==> src/rtl/if_fetch_unit.sv <==
// IF-stage fetch engine: owns the PC, fetches over a req/ack memory handshake and fills the IF/ID slot.
// Optional performance counters (FetchCnt/StallCnt/KillCnt) are compiled in when IF_PERF_CNT_EN is defined.
module if_fetch_unit #(
  parameter logic [31:0] RESET_PC = 32'h0000_0000
) (
  input  logic        Clk,
  input  logic        Reset,
  input  logic        PCWre,
  input  logic        Redirect,
  input  logic [31:0] RedirectPC,
  output logic        IMem_Req,
  output logic [31:0] IMem_Addr,
  input  logic        IMem_Ack,
  input  logic [31:0] IMem_RData,
  output logic [31:0] IF_Instruction,
  output logic [31:0] IF_PCadd4,
  output logic        IF_Valid
`ifdef IF_PERF_CNT_EN
  ,
  output logic [31:0] FetchCnt,
  output logic [31:0] StallCnt,
  output logic [31:0] KillCnt
`endif
);

  typedef enum logic [1:0] {FETCH, HOLD, DISCARD} state_t;

  state_t      state, state_nxt;
  logic        running;
  logic [31:0] pc, pc_nxt;
  logic [31:0] req_addr, req_addr_nxt;
  logic        slot_valid, slot_valid_nxt;
  logic [31:0] slot_instr, slot_instr_nxt;
  logic [31:0] slot_pcadd4, slot_pcadd4_nxt;
  logic [31:0] pend_instr, pend_instr_nxt;
  logic [31:0] pend_pcadd4, pend_pcadd4_nxt;

  logic        req, acked, slot_free;
  logic [31:0] addr_inc, redirect_pc;

  // Request is suppressed for the first cycle after reset and while holding a skid word.
  assign req         = running && (state != HOLD);
  assign acked       = req && IMem_Ack;
  assign slot_free   = !slot_valid || PCWre;
  assign addr_inc    = req_addr + 32'd4;
  assign redirect_pc = {RedirectPC[31:2], 2'b00};

  always_comb begin
    state_nxt       = state;
    pc_nxt          = pc;
    req_addr_nxt    = req_addr;
    slot_valid_nxt  = slot_valid;
    slot_instr_nxt  = slot_instr;
    slot_pcadd4_nxt = slot_pcadd4;
    pend_instr_nxt  = pend_instr;
    pend_pcadd4_nxt = pend_pcadd4;
    if (Redirect) begin
      slot_valid_nxt  = 1'b0;
      slot_instr_nxt  = 32'h0;
      slot_pcadd4_nxt = 32'h0;
      pend_instr_nxt  = 32'h0;
      pend_pcadd4_nxt = 32'h0;
      pc_nxt          = redirect_pc;
      // An unanswered request must still complete at its stale address before we move on.
      if (req && !IMem_Ack) begin
        state_nxt = DISCARD;
      end else begin
        req_addr_nxt = redirect_pc;
        state_nxt    = FETCH;
      end
    end else begin
      case (state)
        FETCH: begin
          if (acked) begin
            pc_nxt       = addr_inc;
            req_addr_nxt = addr_inc;
            if (slot_free) begin
              slot_valid_nxt  = 1'b1;
              slot_instr_nxt  = IMem_RData;
              slot_pcadd4_nxt = addr_inc;
            end else begin
              pend_instr_nxt  = IMem_RData;
              pend_pcadd4_nxt = addr_inc;
              state_nxt       = HOLD;
            end
          end else if (PCWre) begin
            slot_valid_nxt  = 1'b0;
            slot_instr_nxt  = 32'h0;
            slot_pcadd4_nxt = 32'h0;
          end
        end
        HOLD: begin
          if (PCWre) begin
            slot_valid_nxt  = 1'b1;
            slot_instr_nxt  = pend_instr;
            slot_pcadd4_nxt = pend_pcadd4;
            pend_instr_nxt  = 32'h0;
            pend_pcadd4_nxt = 32'h0;
            state_nxt       = FETCH;
          end
        end
        DISCARD: begin
          if (PCWre) begin
            slot_valid_nxt  = 1'b0;
            slot_instr_nxt  = 32'h0;
            slot_pcadd4_nxt = 32'h0;
          end
          if (acked) begin
            req_addr_nxt = pc;
            state_nxt    = FETCH;
          end
        end
        default: state_nxt = FETCH;
      endcase
    end
  end

  always_ff @(posedge Clk or negedge Reset) begin
    if (!Reset) begin
      state       <= FETCH;
      running     <= 1'b0;
      pc          <= RESET_PC;
      req_addr    <= RESET_PC;
      slot_valid  <= 1'b0;
      slot_instr  <= 32'h0;
      slot_pcadd4 <= 32'h0;
      pend_instr  <= 32'h0;
      pend_pcadd4 <= 32'h0;
    end else begin
      state       <= state_nxt;
      running     <= 1'b1;
      pc          <= pc_nxt;
      req_addr    <= req_addr_nxt;
      slot_valid  <= slot_valid_nxt;
      slot_instr  <= slot_instr_nxt;
      slot_pcadd4 <= slot_pcadd4_nxt;
      pend_instr  <= pend_instr_nxt;
      pend_pcadd4 <= pend_pcadd4_nxt;
    end
  end

  assign IMem_Req       = req;
  assign IMem_Addr      = req_addr;
  assign IF_Instruction = slot_instr;
  assign IF_PCadd4      = slot_pcadd4;
  assign IF_Valid       = slot_valid;

`ifdef IF_PERF_CNT_EN
  logic       fetch_inc, stall_inc;
  logic [1:0] kill_amt;

  // Kills cover the slot, the skid word, and a live in-flight request (DISCARD ones were already counted).
  assign fetch_inc = !Redirect && (((state == FETCH) && acked && slot_free) || ((state == HOLD) && PCWre));
  assign stall_inc = slot_valid && !PCWre;
  assign kill_amt  = Redirect ? ({1'b0, slot_valid} + {1'b0, state == HOLD} + {1'b0, (state == FETCH) && req})
                              : 2'd0;

  always_ff @(posedge Clk or negedge Reset) begin
    if (!Reset) begin
      FetchCnt <= 32'h0;
      StallCnt <= 32'h0;
      KillCnt  <= 32'h0;
    end else begin
      FetchCnt <= FetchCnt + {31'h0, fetch_inc};
      StallCnt <= StallCnt + {31'h0, stall_inc};
      KillCnt  <= KillCnt + {30'h0, kill_amt};
    end
  end
`endif

endmodule

==> config.mk <==
export PLATFORM = sky130hd
export DESIGN_NAME = if_fetch_unit
export DESIGN_NICKNAME = d
export VERILOG_FILES = /design/src/rtl/if_fetch_unit.sv
export SDC_FILE = /design/constraint.sdc
export NUM_CORES = 1
export LEC_CHECK = 0
export CAP_MARGIN = 10
export CORE_ASPECT_RATIO = 2
export CORE_UTILIZATION = 53
export CTS_CLUSTER_SIZE = 14
export DETAILED_ROUTE_END_ITERATION = 8
export PLACE_DENSITY_LB_ADDON = 0.3
export RECOVER_POWER = 50
export SLEW_MARGIN = 20
export SYNTH_ARGS = -nofsm -noshare
export SYNTH_HDL_FRONTEND = slang
export SYNTH_SLANG_ARGS = --single-unit
==> constraint.sdc <==
create_clock -name Clk -period 3.35 [get_ports Clk]
set_clock_uncertainty 0.15 [all_clocks]
set_input_delay 0.67 -clock Clk [delete_from_list [all_inputs] [get_ports Clk]]
set_output_delay 0.67 -clock Clk [all_outputs]
set_load 0.03 [all_outputs]
[After elaboration in Yosys (flattened, before gate mapping)]
Index checks and enable logic that the tools add are counted.
Word-level totals
  register bits after elaboration: 196
  output and inout bits: 98
  word-level logic and storage cells: 77
Cells by class
  add/sub/neg operators: 1
  equality and inequality tests: 9
  mux-type cells: 41
  reductions and logical operators: 17
Operator list (number)
  $mux W32: 23
  $pmux W32 S2: 3
  $pmux W32 S3: 2
  $add A32 B3 Y32 const B: 1
  $mux W2: 6
  $ne A3 B3 Y1 const B: 4
  $reduce_and A4 Y1: 3
  $pmux W2 S3: 1
  $reduce_bool A3 Y1: 2
  $mux W1: 5
  $ne A4 B4 Y1 const B: 1
  $reduce_bool A2 Y1: 2
  $reduce_bool A4 Y1: 1
  $logic_and A1 B1 Y1: 3
  $pmux W1 S3: 1
  $reduce_and A3 Y1: 1
  $eq A2 B1 Y1 const B: 1
  $eq A2 B2 Y1 const B: 1
  $logic_not A1 Y1: 2
  $logic_not A2 Y1: 1
  $ne A2 B1 Y1 const B: 1
  $ne A2 B2 Y1 const B: 1
  $reduce_and A2 Y1: 1
  $logic_or A1 B1 Y1: 1

[Logic depth before layout (Yosys ltp)]
  depth after elaboration: 6
  mapped depth: 11
  mapped depth without buffers: 8

[Worst setup path after synthesis]
No wires, ideal clock.
  kind: register -> output
  start point: reg state[0]
  end point: out IMem_Req
  arrival time: 1809 ps
  data required time: 2530 ps
  slack: 721 ps
  cell stages (with the launch flop): 7
  path buffers: 4
  cells stage by stage: dfrtp_1 ha_1 buf_2 clkbuf_1 clkbuf_1 clkbuf_1 nor2b_1
On the way
  word-level cells in the longest chain between the ends: 2
Ends and longest elaborated chain
  start, declared: line 28  | state_t state, state_nxt;
  start signal, assigned: line 130  | state <= state_nxt;
  $ne A2 B1 Y1: line 42  | assign req = running && (state != HOLD);
  $logic_and A1 B1 Y1: line 42
  end, declared: line 11  | output logic IMem_Req,
Every way passes these cells.

[Worst setup path in the final report]
  start point: reg state[0]
  end point: reg slot_instr[20], in the netlist IF_Instruction[20]
On the way
  word-level cells in the longest chain between the ends: 6
  elaborated cells on any way between the ends: 13
Ends and longest elaborated chain
  $ne A2 B1 Y1: line 42
  $logic_and A1 B1 Y1: line 42
  $logic_and A1 B1 Y1: line 43  | assign acked = req && IMem_Ack;
  $mux W32: line 74  | if (acked) begin
  $pmux W32 S3: line 72  | case (state)
  $mux W32: line 57  | if (Redirect) begin
  end signal, assigned: line 135  | slot_instr <= slot_instr_nxt;
  end, declared: line 33  | logic [31:0] slot_instr, slot_instr_nxt;
Several ways; a longest one is shown, not always the timed one.
A chain may end at the register's enable or synchronous reset.

==> results.toml <==
[run_status]
outcome = "finished with violations"
violations = "capacitance limit, slew limit"

[clocking]
cts_setup_buffers = 0
clockBufferDepth = 2
cts_resized = 0
clock-sinks = 196
holdBufCountCts = 0
worstSkewPairLatency_ns = 0.45
clockRootBuffer = "clkbuf_16"
clk_pin_slew_ns = 0.07
cts_buffers = 17
htree_levels = 4
cts_tree = "built"

[place]
io_buffer_count = 164
gp_congestion = 0.8343
dp_hpwl_um = 22240
dp_cells = 1591

[yosys]
ys_seq_area_share_pct = 44.63
syn_area_sq_mm = 0.01099
mappedNetlistNets = 1305
synth_cells = 1232
synth-edff-count = 0
netlist.area_leader.share_pct = 44.63
ys_top_cells_by_area = "dfrtp_1, nand2_1, o21ai_0"
synth_ff_type = "dfrtp_1"
yosys.area.top_type = "dfrtp_1"
yosysWarnings = 0
ys_ff_latch = 196
synth_cell_type_count = 63
syn_avg_cell_area_sq_um = 8.921
async_reset_ff_share_pct = 100.0

[worst_setup_path]
end_kind = "register"
worstPathRequired_ns = 3.59
crit_arrival_ns = 3.15
start_kind = "register"
crit_type = "register to register"
crit_fanout = 13

[cells_and_area]
antenna_cells = 0
drive_gt1_share_pct = 8.254
area_growth_pct = 23.76
instances_no_fill = 1623
final_cell_mix = "dfrtp_1, nand2_1, clkdlybuf4s50_1"
layout_commonest_cell = "dfrtp_1"
fillers = 1687
layout.nets = 1417
final_util_pct = 66.78

[worst_hold_path]
worst_hold_path_type = "register to register"

[sta]
max_freq_mhz = 343.5
tns_ns = 0
period_share_pct = 86.91
min_period_ns = 2.911
holdWs_ns = 0.3304
rsz0062_at_grt = "no"
slew_headroom_pct = -36.48
final_hold_viol_count = 0
slew_viol_final = 80
setup_violations = 0
tightest_slew_ns = 2.047

[drt]
antenna_left = 0
wl_um = 33400
first_iter_violations = 772
wl_per_cell_um = 20.58
via_count = 10650
first_pass_iters = 5
drc_errors = 0
vias_per_cell = 6.561

[power]
power_mw = 7.167
ir_worst_vdd_mv = 0.3460
p_leak_nw = 6.022
powerDensity_mw_per_mm2 = 526.9

[global_route]
track_usage_pct = 31.93
grt_pass1_wl_um = 53850
grt.overflow.total = 0
grt_pass1_vias = 10450
antenna_found_initial = 0
grt_max_degree = 80

[floorplanning]
initial_utilization_pct = 53.96
die_w_um = 103.8
rows = 74
fp.dieArea_sq_mm = 0.02135
ios = 167
die_y_um = 205.7
core_sq_mm = 0.02037

[job]
cap_violations = 1
==> synthesized netlist by cell type (all sizes together) (4+ instances only) <==
library cell    n
nor2b           9
a31o            7
a311oi          4
clkbuf         95
nand3          18
and2            5
o21ai         119
o211ai          5
a2111oi        26
a22oi          30
dfrtp         196
a21o           49
xnor2          15
a211oi         31
o31ai          10
ha              4
a21oi          88
mux2i          20
buf            24
o21bai         11
nor2           61
and3           33
o31a            8
xor2           11
nor3           12
o22ai           8
a31oi          13
a22o           58
nand2         161
a221oi          7
inv            14
nand4          11
nor4           14
or2             7
o21a            7
a21boi         11
==> sequential cells by signal, summed over array words and instances (netlist names) <==
| register | flops |
|---|---|
| IF_PCadd4 | 32 |
| running | 1 |
| IF_Instruction | 32 |
| pend_instr | 32 |
| state | 2 |
| IF_Valid | 1 |
| pc | 32 |
| IMem_Addr | 32 |
| pend_pcadd4 | 32 |
==> final cells by class <==
type / instances / area (sq um) / share of cell area [%]
multi-input cells: 903 / 5630 / 41.39
flip-flops and latches: 196 / 4905 / 36.06
repair buffers: 212 / 2039 / 14.99
clock buffers: 22 / 464.2 / 3.413
well taps: 266 / 332.8 / 2.447
clock inverters: 10 / 177.7 / 1.306
inverters: 14 / 52.55 / 0.3863
==> worst max-delay path, stage by stage, from the launching register on <==
cell and delay [ns]:
dfrtp_1 0.44, inv_1 0.15, ha_1 0.39, nor3_1 0.14, a211oi_1 0.34, and2_1 0.59
buf_4 0.26, nand2_1 0.07, o21ai_0 0.17, a21o_1 0.14
==> stage by stage <==
stage	worst slack (ns)	cell area, sq um
floorplan	0.7212	10990
global placement	0.1981	13000
detailed placement	0.08416	13000
CTS	0.4589	13640
global route	0.1142	13600
finish	0.4385	13600
==> layer usage <==
metal	GRT usage, %	up-vias	routed length [um]
li1	-	4763	-
met2	54.69	473	17070
met4	20.87	0	1756
met5	0	-	0
met3	4.720	110	1949
met1	37.20	5302	12630
==> final timing paths <==
check	start	end	slack (ns)	depth (start not counted)
max	state[0]	IF_Instruction[20]	0.44	9
min	pend_pcadd4[6]	pend_pcadd4[6]	0.33	2
max reg2reg	state[0]	IF_Instruction[20]	0.44	9
min reg2reg	pend_pcadd4[6]	pend_pcadd4[6]	0.33	2
max in group asynchronous	Reset	IMem_Addr[28]	0.56	2
min in group asynchronous	Reset	IF_Instruction[10]	0.64	1
==> kinds of logic after synthesis <==
logic type	count (synthesis)	synth area share, %
AO/OA/AOI/OAI	500	30.64
XOR/XNOR	26	2.072
adder cells (fa/ha/maj)	4	0.4554
buffers and inverters	133	4.690
flip-flops	196	44.63
multiplexers	23	2.129
other	1	0.03412
AND/OR/NAND/NOR	349	15.36
==> power by group <==
part / switching, mW / total, mW / internal [mW]
Clock: 0.900 / 2.26 / 1.36
Sequential: 0.297 / 2.89 / 2.59
Combinational: 1.22 / 2.02 / 0.798
Total: 2.42 / 7.17 / 4.75
No activity file was read; power rests on OpenSTA's default activity.
